`src/rtl/mul_add_seq.sv`:
```
// mul_add_seq: sequential radix-2 shift-add unit computing P = Q*B + R.
// Rebuilds a dividend from a divider result, one multiplier bit per clock.
// Optional build macro: REMAINDER_CHECK_EN (flags R >= B as an error).
module mul_add_seq #(
  parameter int unsigned WIDTH = 32
) (
  input  logic             clk,
  input  logic             reset,
  input  logic             start,
  input  logic [WIDTH-1:0] Q,
  input  logic [WIDTH-1:0] B,
  input  logic [WIDTH-1:0] R,
  output logic [WIDTH-1:0] P,
  output logic             ok,
  output logic             err,
  output logic             busy
);

  localparam int unsigned AW = 2 * WIDTH;
  localparam int unsigned CW = (WIDTH > 2) ? $clog2(WIDTH) : 1;

  typedef enum logic [1:0] {
    IDLE   = 2'd0,
    RUN    = 2'd1,
    FINISH = 2'd2,
    DONE   = 2'd3
  } state_t;

  state_t           state_q, state_d;
  logic [WIDTH-1:0] mq_q, mq_d;
  logic [AW-1:0]    mb_q, mb_d;
  logic [AW-1:0]    acc_q, acc_d;
  logic [CW-1:0]    cnt_q, cnt_d;
  logic [WIDTH-1:0] p_q, p_d;
  logic             ok_q, ok_d;
  logic             err_q, err_d;
  logic             busy_q, busy_d;
  logic             fail;
`ifdef REMAINDER_CHECK_EN
  logic             rem_bad_q, rem_bad_d;
`endif

  // Next-state and datapath: accept, shift-add iterate, resolve result, hold.
  always_comb begin
    state_d = state_q;
    mq_d    = mq_q;
    mb_d    = mb_q;
    acc_d   = acc_q;
    cnt_d   = cnt_q;
    p_d     = p_q;
    ok_d    = ok_q;
    err_d   = err_q;
`ifdef REMAINDER_CHECK_EN
    rem_bad_d = rem_bad_q;
    fail      = (|acc_q[AW-1:WIDTH]) | rem_bad_q;
`else
    fail      = |acc_q[AW-1:WIDTH];
`endif

    unique case (state_q)
      IDLE: begin
        if (start) begin
          mq_d    = Q;
          mb_d    = AW'(B);
          acc_d   = AW'(R);
          cnt_d   = '0;
          ok_d    = 1'b0;
          err_d   = 1'b0;
`ifdef REMAINDER_CHECK_EN
          rem_bad_d = (R >= B);
`endif
          state_d = RUN;
        end
      end
      RUN: begin
        if (mq_q[0]) begin
          acc_d = acc_q + mb_q;
        end
        mq_d  = mq_q >> 1;
        mb_d  = mb_q << 1;
        cnt_d = cnt_q + CW'(1);
        if (cnt_q == CW'(WIDTH - 1)) begin
          state_d = FINISH;
        end
      end
      FINISH: begin
        // High half nonzero means the exact result does not fit in WIDTH bits.
        p_d     = acc_q[WIDTH-1:0];
        err_d   = fail;
        ok_d    = ~fail;
        state_d = DONE;
      end
      DONE: begin
        if (!start) begin
          ok_d    = 1'b0;
          err_d   = 1'b0;
          state_d = IDLE;
        end
      end
      default: state_d = IDLE;
    endcase

    busy_d = (state_d == RUN) || (state_d == FINISH);
  end

  // State and output registers with synchronous active-high reset.
  always_ff @(posedge clk) begin
    if (reset) begin
      state_q <= IDLE;
      mq_q    <= '0;
      mb_q    <= '0;
      acc_q   <= '0;
      cnt_q   <= '0;
      p_q     <= '0;
      ok_q    <= 1'b0;
      err_q   <= 1'b0;
      busy_q  <= 1'b0;
`ifdef REMAINDER_CHECK_EN
      rem_bad_q <= 1'b0;
`endif
    end else begin
      state_q <= state_d;
      mq_q    <= mq_d;
      mb_q    <= mb_d;
      acc_q   <= acc_d;
      cnt_q   <= cnt_d;
      p_q     <= p_d;
      ok_q    <= ok_d;
      err_q   <= err_d;
      busy_q  <= busy_d;
`ifdef REMAINDER_CHECK_EN
      rem_bad_q <= rem_bad_d;
`endif
    end
  end

  assign P    = p_q;
  assign ok   = ok_q;
  assign err  = err_q;
  assign busy = busy_q;

endmodule
```
`config.mk`:
```
export PLATFORM = sky130hd
export DESIGN_NAME = mul_add_seq
export DESIGN_NICKNAME = d
export VERILOG_FILES = /design/src/rtl/mul_add_seq.sv
export SDC_FILE = /design/constraint.sdc
export NUM_CORES = 1
export LEC_CHECK = 0
export ABC_AREA = 1
export BUFFER_PORTS_ARGS = -buffer_cell sky130_fd_sc_hd__buf_4
export CORE_UTILIZATION = 40
export DETAILED_ROUTE_END_ITERATION = 7
export REMOVE_ABC_BUFFERS = 1
export SYNTH_ARGS = -nofsm -noshare
export SYNTH_HDL_FRONTEND = slang
export SYNTH_SLANG_ARGS = --single-unit
```
`constraint.sdc`:
```
create_clock -name clk -period 2.1 [get_ports clk]
set_clock_uncertainty 0.15 [all_clocks]
set_input_delay 0.21 -clock clk [delete_from_list [all_inputs] [get_ports clk]]
set_output_delay 0.21 -clock clk [all_outputs]
set_load 0.005 [all_outputs]
```
Word level (Yosys, flattened, before mapping)
Cells that the tools add are included.
{ "op_classes": {"n_mux": 17, "eq_ne": 9, "n_reduce_logical": 8, "n_bitwise": 1, "n_addsub": 2} }
{ "ops": {"columns": ["cell", "n"], "rows": [
  ["64-bit case mux with 2 select lines", 2],
  ["64-bit 2-to-1 mux", 3],
  ["64-bit adder", 1],
  ["32-bit case mux with 2 select lines", 1],
  ["32-bit 2-to-1 mux", 1],
  ["32-bit OR reduction", 1],
  ["5-bit case mux with 2 select lines", 1],
  ["2-bit case mux with 4 select lines", 1],
  ["2-bit == test (second input constant)", 3],
  ["2-bit 2-to-1 mux", 3],
  ["2-bit != test (second input constant)", 3],
  ["1-bit case mux with 3 select lines", 2],
  ["3-bit AND reduction", 2],
  ["5-bit by 1-bit adder with 5-bit output (second input constant)", 1],
  ["5-bit == test (second input constant)", 1],
  ["5-bit 2-to-1 mux", 1],
  ["2-bit by 1-bit == test with 1-bit output (second input constant)", 2],
  ["3-bit nonzero test", 1],
  ["2-bit logical NOT", 1],
  ["1-bit 2-to-1 mux", 2],
  ["2-bit AND reduction", 1],
  ["2-bit nonzero test", 1],
  ["1-bit logical OR", 1],
  ["1-bit NOT", 1]
]} }
{ "totals": {"out_inout_bits": 35, "ff_bits": 202} }

Longest topological paths before layout
Gate-level depths: netlist of run 1.
{ "depth": {"ltp_word": 5, "ltp_mapped": 16, "mapped_depth_nobuf": 16} }

Least setup slack after synthesis of run 1
Ideal clock, no wire load.
{ "synth_path": {"kind": "register to register", "from": "register mb_q[0]", "to": "register acc_q[56]", "arrival_time_ns": 1.850, "setup_ns": 0.070, "n_path_buf": 0, "stages_incl_launch_ff": 14, "t_required_ns": 1.880, "setup_slack_ns": 0.029, "period_less_slack_ns": 2.071, "cell_sequence": "dfxtp_1 -> ha_1 -> fa_1 -> nand3_1 -> nand3_1 -> nand2_1 -> nand2_1 -> nand3_1 -> nand3_1 -> nand2_1 -> nand2_1 -> nand2_1 -> nand3_1 -> a21oi_1"} }
{ "synth_via": {"elab_chain_cells": 3} }
{ "synth_lines": {"columns": ["element", "line", "rtl"], "rows": [
  ["start: declaration", "31", "logic [AW-1:0] mb_q, mb_d;"],
  ["start signal: assignment", "124", "mb_q <= mb_d;"],
  ["64-bit adder", "77", "acc_d = acc_q + mb_q;"],
  ["64-bit 2-to-1 mux", "76", "if (mq_q[0]) begin"],
  ["64-bit case mux with 2 select lines", "60", "unique case (state_q)"],
  ["end signal: assignment", "112", "acc_q <= '0;"],
  ["end signal: assignment", "125", "acc_q <= acc_d;"],
  ["end: declaration", "32", "logic [AW-1:0] acc_q, acc_d;"]
]} }
No other way between the ends. The select of a mux whose other input is x is not followed.
A chain may end at the register's enable or synchronous reset.

Worst setup path in the final report of run 1
{ "layout_path": {"from": "register acc_q[0]", "to": "register acc_q[52]"} }
{ "layout_via": {"elab_chain_cells": 3} }
{ "layout_lines": {"columns": ["element", "line"], "rows": [
  ["64-bit adder", "77"],
  ["64-bit 2-to-1 mux", "76"],
  ["64-bit case mux with 2 select lines", "60"]
]} }
No other way between the ends. The select of a mux whose other input is x is not followed.

==> results of run 1 <==
## worst reg2reg max path, delay by kind of cell (launching register included)
family / cells / cell delay (ns)
simple gates: 10 / 0.94
fa+ha+maj: 2 / 0.57
flops: 1 / 0.34
compound gates: 1 / 0.15
## kinds of logic after synthesis
kind of cell               share of synthesized area
and+or+nand+nor                                0.326
adders and majority gates                     0.0627
DFF                                            0.304
AOI/OAI and AO/OA                              0.172
xor gates and xnor gates                      0.0138
buffers and inverters                          0.121
## area by class of cell
cell class | count | area [um2] | share of cell area
clock inverters | 11 | 161 | 0.00756
multi-input cells | 1612 | 9920 | 0.465
well taps | 442 | 553 | 0.0259
repair buffers | 550 | 4560 | 0.213
flip-flops and latches | 202 | 4160 | 0.195
clock buffers | 35 | 723 | 0.0339
inverters | 338 | 1270 | 0.0596
## cell usage after synthesis, types with 9 or more instances
master	number
a21oi_1	224
buf_2	25
clkbuf_1	52
dfxtp_1	202
ha_1	65
inv_1	334
nand2_1	742
nand3_1	95
nand4_1	9
nor2_1	205
nor3_1	15
nor4_1	11
o21ai_0	125
o21ai_1	11
o22ai_1	63
xor2_1	18
## power groups by stage
stage | sequential (W) | combinational, W | clock (W)
floorplan | 0.00422 | 0.00104 | 0
global placement | 0.00423 | 0.00211 | 0
detailed placement | 0.00424 | 0.00212 | 0
CTS | 0.00423 | 0.00260 | 0.00473
global route | 0.00426 | 0.00310 | 0.00493
finish | 0.00424 | 0.00289 | 0.00469
## registers in the layout, summed over array words and instances, names as in the netlist
signal   flops
P           32
acc_q       64
busy         1
cnt_q        5
err          1
mb_q        64
mq_q        32
ok           1
state_q      2
## routing by layer
layer / part of all wire / vias to the layer above
met5: 0 / -
met4: 0.023 / 0
met3: 0.062 / 76
met2: 0.43 / 522
met1: 0.48 / 7507
li1: - / 8105
## final timing paths
path                                from   endpoint  slack (ns)  cells past startpoint
worst min register to register        ok         ok        0.32                      2
worst max register to register  acc_q[0]  acc_q[52]       -0.14                     13
worst min-delay path               reset   mb_q[21]        0.04                      5
worst max-delay path            acc_q[0]  acc_q[52]       -0.14                     13
## stage by stage
step | cells | worst slack, ns | util
floorplan | 2152 | -2.96 | -
global placement | 3028 | -0.383 | 0.518
detailed placement | 3028 | -0.400 | 0.518
CTS | 3181 | -0.0429 | 0.623
global route | 3190 | -0.224 | 0.654
finish | 3190 | -0.136 | 0.654
## timing repair
item / in CTS / in global routing
gates resized for setup: 349 / 287
buffers inserted: 10 / 11
setup endpoints to repair: 53 / 54
endpoints found under the hold margin: 99 / 0
hold buffers: 97 / 0
pin swaps: 78 / 76
==> impl_metrics.toml, run 1 <==
[min_path]
worst_hold_path_type = "in -> reg"

[drt]
postRouteWirelength_mm = 52.7
dr.pass1.iters = 5
wl_per_cell_um = 16.5
viasPerCell = 5.08
first_iter_violations = 1255
via_count = 16200
antenna_left = 0
route.detailed.drc = 0

[pwr]
clkPwrFrac = 0.397
comb_power_share = 0.244
peakVddDrop_mv = 0.668
internal_power_w = 0.00822
p_per_area_nw_per_um2 = 554
switchingPower_w = 0.00360
p_seq_frac = 0.359
power.total_w = 0.0118
p_leak_nw = 10.4
netSwitchingFraction = 0.304

[yosys]
synth_edf_count = 0
yosys.area.top_type = "dfxtp_1"
syn_inst = 2233
synthDominantCellAreaShare = 0.304
synth.distinct_cells = 34
netlist_area_um2 = 13300
ys_top_cells_by_area = "dfxtp_1 30%, nand2_1 21%, inv_1 9.4%"
synth-seq-cells = 202
synth_ff_type = "dfxtp_1"
syn_avg_cell_area_um2 = 5.95
seq_area_frac_synth = 0.304
synthArstFlopShare = 0
yosys_warnings = 0

[sta]
slew_headroom = 0.627
max_freq_mhz = 447
min_period_over_period = 1.06
setup_slack_ns = -0.136
finalHoldViolations = 0
holdWs_ns = 0.0440
max_slew.worst_pin.slew_ns = 0.559
slew_viol_final = 0
setup_viol_count_final = 23
tns_ns = -1.46
period_minus_slack_ns = 2.24
rsz0062_at_grt = "yes"

[critical_path]
cp_slowest_stage_delay_ns = 0.40
critPathMaxFanout = 3
cpMostUsedCell = "nand3_2"
worstSetupEndpointType = "register"
crit_type = "reg -> reg"
cp_top_family = "simple AND/OR/NAND/NOR gates"
cp.arrival_ns = 2.57
crit_required_ns = 2.43
path_buf_inv = 0
crit_path_top_delay_cell = "fa_2"
start_kind = "register"
worstPathCellList = "ha_4, fa_2, nand3_4, nand3_2, nand3_2, nand3_4, nand2_4, nand2_4, nand2_2, nand2_1, nand2_1, nand3_2, a21oi_2"

[placed_design]
port_buffers = 133
gp_congestion = 0.988
dp_hpwl_mm = 37.4
placed_area_um2 = 16900

[grt]
track_usage = 0.306
grt_pass1_vias = 15200
grt_start_max_net_pins = 88
grtUsageMet3 = 0.0348
grt_pass1_wl_mm = 81.5
antenna_found_initial = 0
grtUsageMet1 = 0.447
met2_usage = 0.479
busiest_layer = "met2"
overflow = 0

[finish]
layout_commonest_cell = "nand2_1"
nNetsFinal = 2894
synthToLayoutAreaGrowth_pct = 60.6
drive_gt1_frac = 0.366
antenna-diode-count = 0
layout_common_cells = "566 x nand2_1, 427 x buf_4, 303 x inv_1"
postLayoutCellArea_um2 = 21300
n_fill_cell = 2908

[clocking]
cts_tree = "yes"
clock_latency_ns = 0.56
clk_pin_slew_worst_paths_ns = 0.07
cts.htree.levels = 1
root_buffer = "clkbuf_16"
cts.path.max_buffers = 3
cts.sinks = 202
numCtsBuffers = 25

[die]
io_pins = 134
placeableCoreArea_um2 = 32600
dieHeight_um = 184
initial_utilization = 0.407
die_width_um = 184
core.rowCount = 66
dieArea_um2 = 34000

[outcome]
status = "finished with violations"
violations = "setup timing"

[job]
maxCapViolCount = 0
(Power assumes the default switching activity.)
==> run 2: changes to the inputs <==
--- a/config.mk
+++ b/config.mk
@@ -7,6 +7,7 @@
 export LEC_CHECK = 0
 export ABC_AREA = 1
 export BUFFER_PORTS_ARGS = -buffer_cell sky130_fd_sc_hd__buf_4
+export CORE_MARGIN = 3
 export CORE_UTILIZATION = 40
 export DETAILED_ROUTE_END_ITERATION = 7
 export REMOVE_ABC_BUFFERS = 1
==> run 2 against run 1 <==
Net effect:
- the flow still finishes with violations (setup timing)
- global-route usage fell by 1.0 points
- first-iteration DRC count fell by 4.4%
- count of clock-buffer cells in the layout did not move
- cell count rose by 1.2%
- worst hold slack got worse by 0.0080 ns
- non-clock buffer count rose by 40
- routed wire length rose by 4.9%
- total power fell by 1.4%
- combinational power rose by 4%
- design area rose by 3.6%
- sequential share of layout area fell by 0.52 points
- critical path type unchanged
- largest cell class unchanged
- largest power group unchanged
==> impl_metrics.toml, run 2 (synthesized netlist as in run 1, its figures left out) <==
[critical_path]
critPathMaxFanout = 5
reg2reg_depth = 11
crit_type = "reg -> reg"
crit_cells = 11
setup.worst_path.end = "acc_q[62]"
worstSetupEndpointType = "register"
reg2reg_from = "mb_q[61]"
rrSetupSlack_ns = -0.17
cp_slowest_stage_delay_ns = 0.39
cp_top_family = "compound AO/OA/AOI/OAI gates"
cp.arrival_ns = 2.59
crit_path_top_delay_cell = "ha_1"
r2r-end = "acc_q[62]"
worstPathCellList = "ha_1, a21oi_1, o21ai_0, nor2_1, nand2_1, a21oi_4, buf_4, nand2_1, nand2_1, nand3_2, a21oi_2"
crit_required_ns = 2.43
path_buf_inv = 1
start_kind = "register"
startpoint = "mb_q[61]"
cpMostUsedCell = "nand2_1"

[placed_design]
port_buffers = 133
dp.cells = 3049
placed_area_um2 = 17100
gp_congestion = 1.01
dp_hpwl_mm = 39.1

[finish]
antenna-diode-count = 0
synthToLayoutAreaGrowth_pct = 66.5
final_cells = 3228
postLayoutCellArea_um2 = 22100
largestRegisters = "acc_q: 64 flops, mb_q: 64 flops"
n_fill_cell = 2821
nNetsFinal = 2933
layout_commonest_cell = "nand2_1"
layout_common_cells = "509 x nand2_1, 449 x buf_4, 289 x inv_1"
drive_gt1_frac = 0.410

[clocking]
cts.htree.levels = 1
cts_tree = "yes"
clock_latency_ns = 0.57
root_buffer = "clkbuf_16"
clk_pin_slew_worst_paths_ns = 0.06
numCtsBuffers = 24
cts.path.max_buffers = 3
cts.sinks = 202

[drt]
viasPerCell = 5.11
dr.pass1.iters = 5
route.detailed.drc = 0
wl_per_cell_um = 17.1
postRouteWirelength_mm = 55.4
via_count = 16500
antenna_left = 0
first_iter_violations = 1200

[grt]
grt_pass1_wl_mm = 84.7
grt_start_max_net_pins = 88
grt_pass1_vias = 15900
antenna_found_initial = 0
track_usage = 0.296
overflow = 0

[sta]
min_period_over_period = 1.08
slew_headroom = 0.482
setup_viol_count_final = 27
holdWs_ns = 0.0361
finalHoldViolations = 0
slew_viol_final = 0
setup_slack_ns = -0.168
max_freq_mhz = 441
period_minus_slack_ns = 2.27
rsz0062_at_grt = "yes"
max_slew.worst_pin.slew_ns = 0.778

[die]
placeableCoreArea_um2 = 32600
die_width_um = 188
dieHeight_um = 188
dieArea_um2 = 35400
initial_utilization = 0.407
core.rowCount = 66
io_pins = 134

[outcome]
violations = "setup timing"
status = "finished with violations"

[pwr]
peakVddDrop_mv = 0.701
power.total_w = 0.0117
p_per_area_nw_per_um2 = 527
p_leak_nw = 11.0

[min_path]
worst_hold_path_type = "in -> reg"

[job]
maxCapViolCount = 0
==> run 2: cell count changes in the layout (fill, tap and decap cells not counted), moves of 14 or more <==
cell     change
nand2_2     +31
buf_4       +22
dfxtp_1     -16
inv_1       -14
nand2_4     +24
nand2_1     -57
buf_6       +14
==> run 2: per-layer routing <==
layer  up-vias  share of wire  GRT usage
li1       8165              -          -
met1      7690           0.47      0.434
met2       575           0.44      0.460
met3        61          0.077     0.0443
met4         0          0.017     0.0658
met5         -              0          0
==> run 2: how the worst min path moves through the flow <==
stage,from,endpoint,depth (start not counted)
after floorplan,reset,acc_q[17],1
after detailed placement,mq_q[31],mq_q[31],2
after global routing,R[25],acc_q[25],5
final,R[25],acc_q[25],5
after global placement,mq_q[31],mq_q[31],2
after CTS,reset,mb_q[36],3
==> run 2: final cells by class <==
class	count	area (um2)	area share
clock buffers	35	742	0.0335
well taps	442	553	0.0250
flip-flops and latches	202	4190	0.189
repair buffers	590	4970	0.225
inverters	338	1290	0.0581
multi-input cells	1612	10300	0.465
clock inverters	9	100	0.00452
==> run 2: per-stage QoR <==
| stage | util | setup WS [ns] | setup TNS [ns] |
|---|---|---|---|
| after global routing | 0.678 | -0.259 | -5.66 |
| after global placement | 0.525 | -0.450 | -10.96 |
| after CTS | 0.636 | -0.140 | -0.903 |
| after detailed placement | 0.525 | -0.472 | -12.25 |
| final | 0.678 | -0.168 | -1.64 |
| after floorplan | - | -2.96 | -404.08 |
==> run 2: timing repair <==
action | in CTS | in global routing
hold buffers | 96 | 0
endpoints found under the setup margin | 55 | 72
cloned | 0 | 0
resized for setup | 399 | 394
pin swaps | 89 | 145
setup buffers | 20 | 24
hold endpoints to repair | 97 | 0
==> run 2: worst min-delay path, delay by kind of cell <==
| family | cells | cell delay [ns] |
|---|---|---|
| AND/OR/NAND/NOR | 2 | 0.23 |
| AO/OA/AOI/OAI | 2 | 0.15 |
| buffers and inverters | 1 | 0.11 |
==> run 2: power breakdown <==
group / switching [W] / internal (W) / total (W)
Combinational: 0.00157 / 0.00144 / 0.00300
Sequential: 0.000180 / 0.00405 / 0.00423
Clock: 0.00183 / 0.00258 / 0.00441
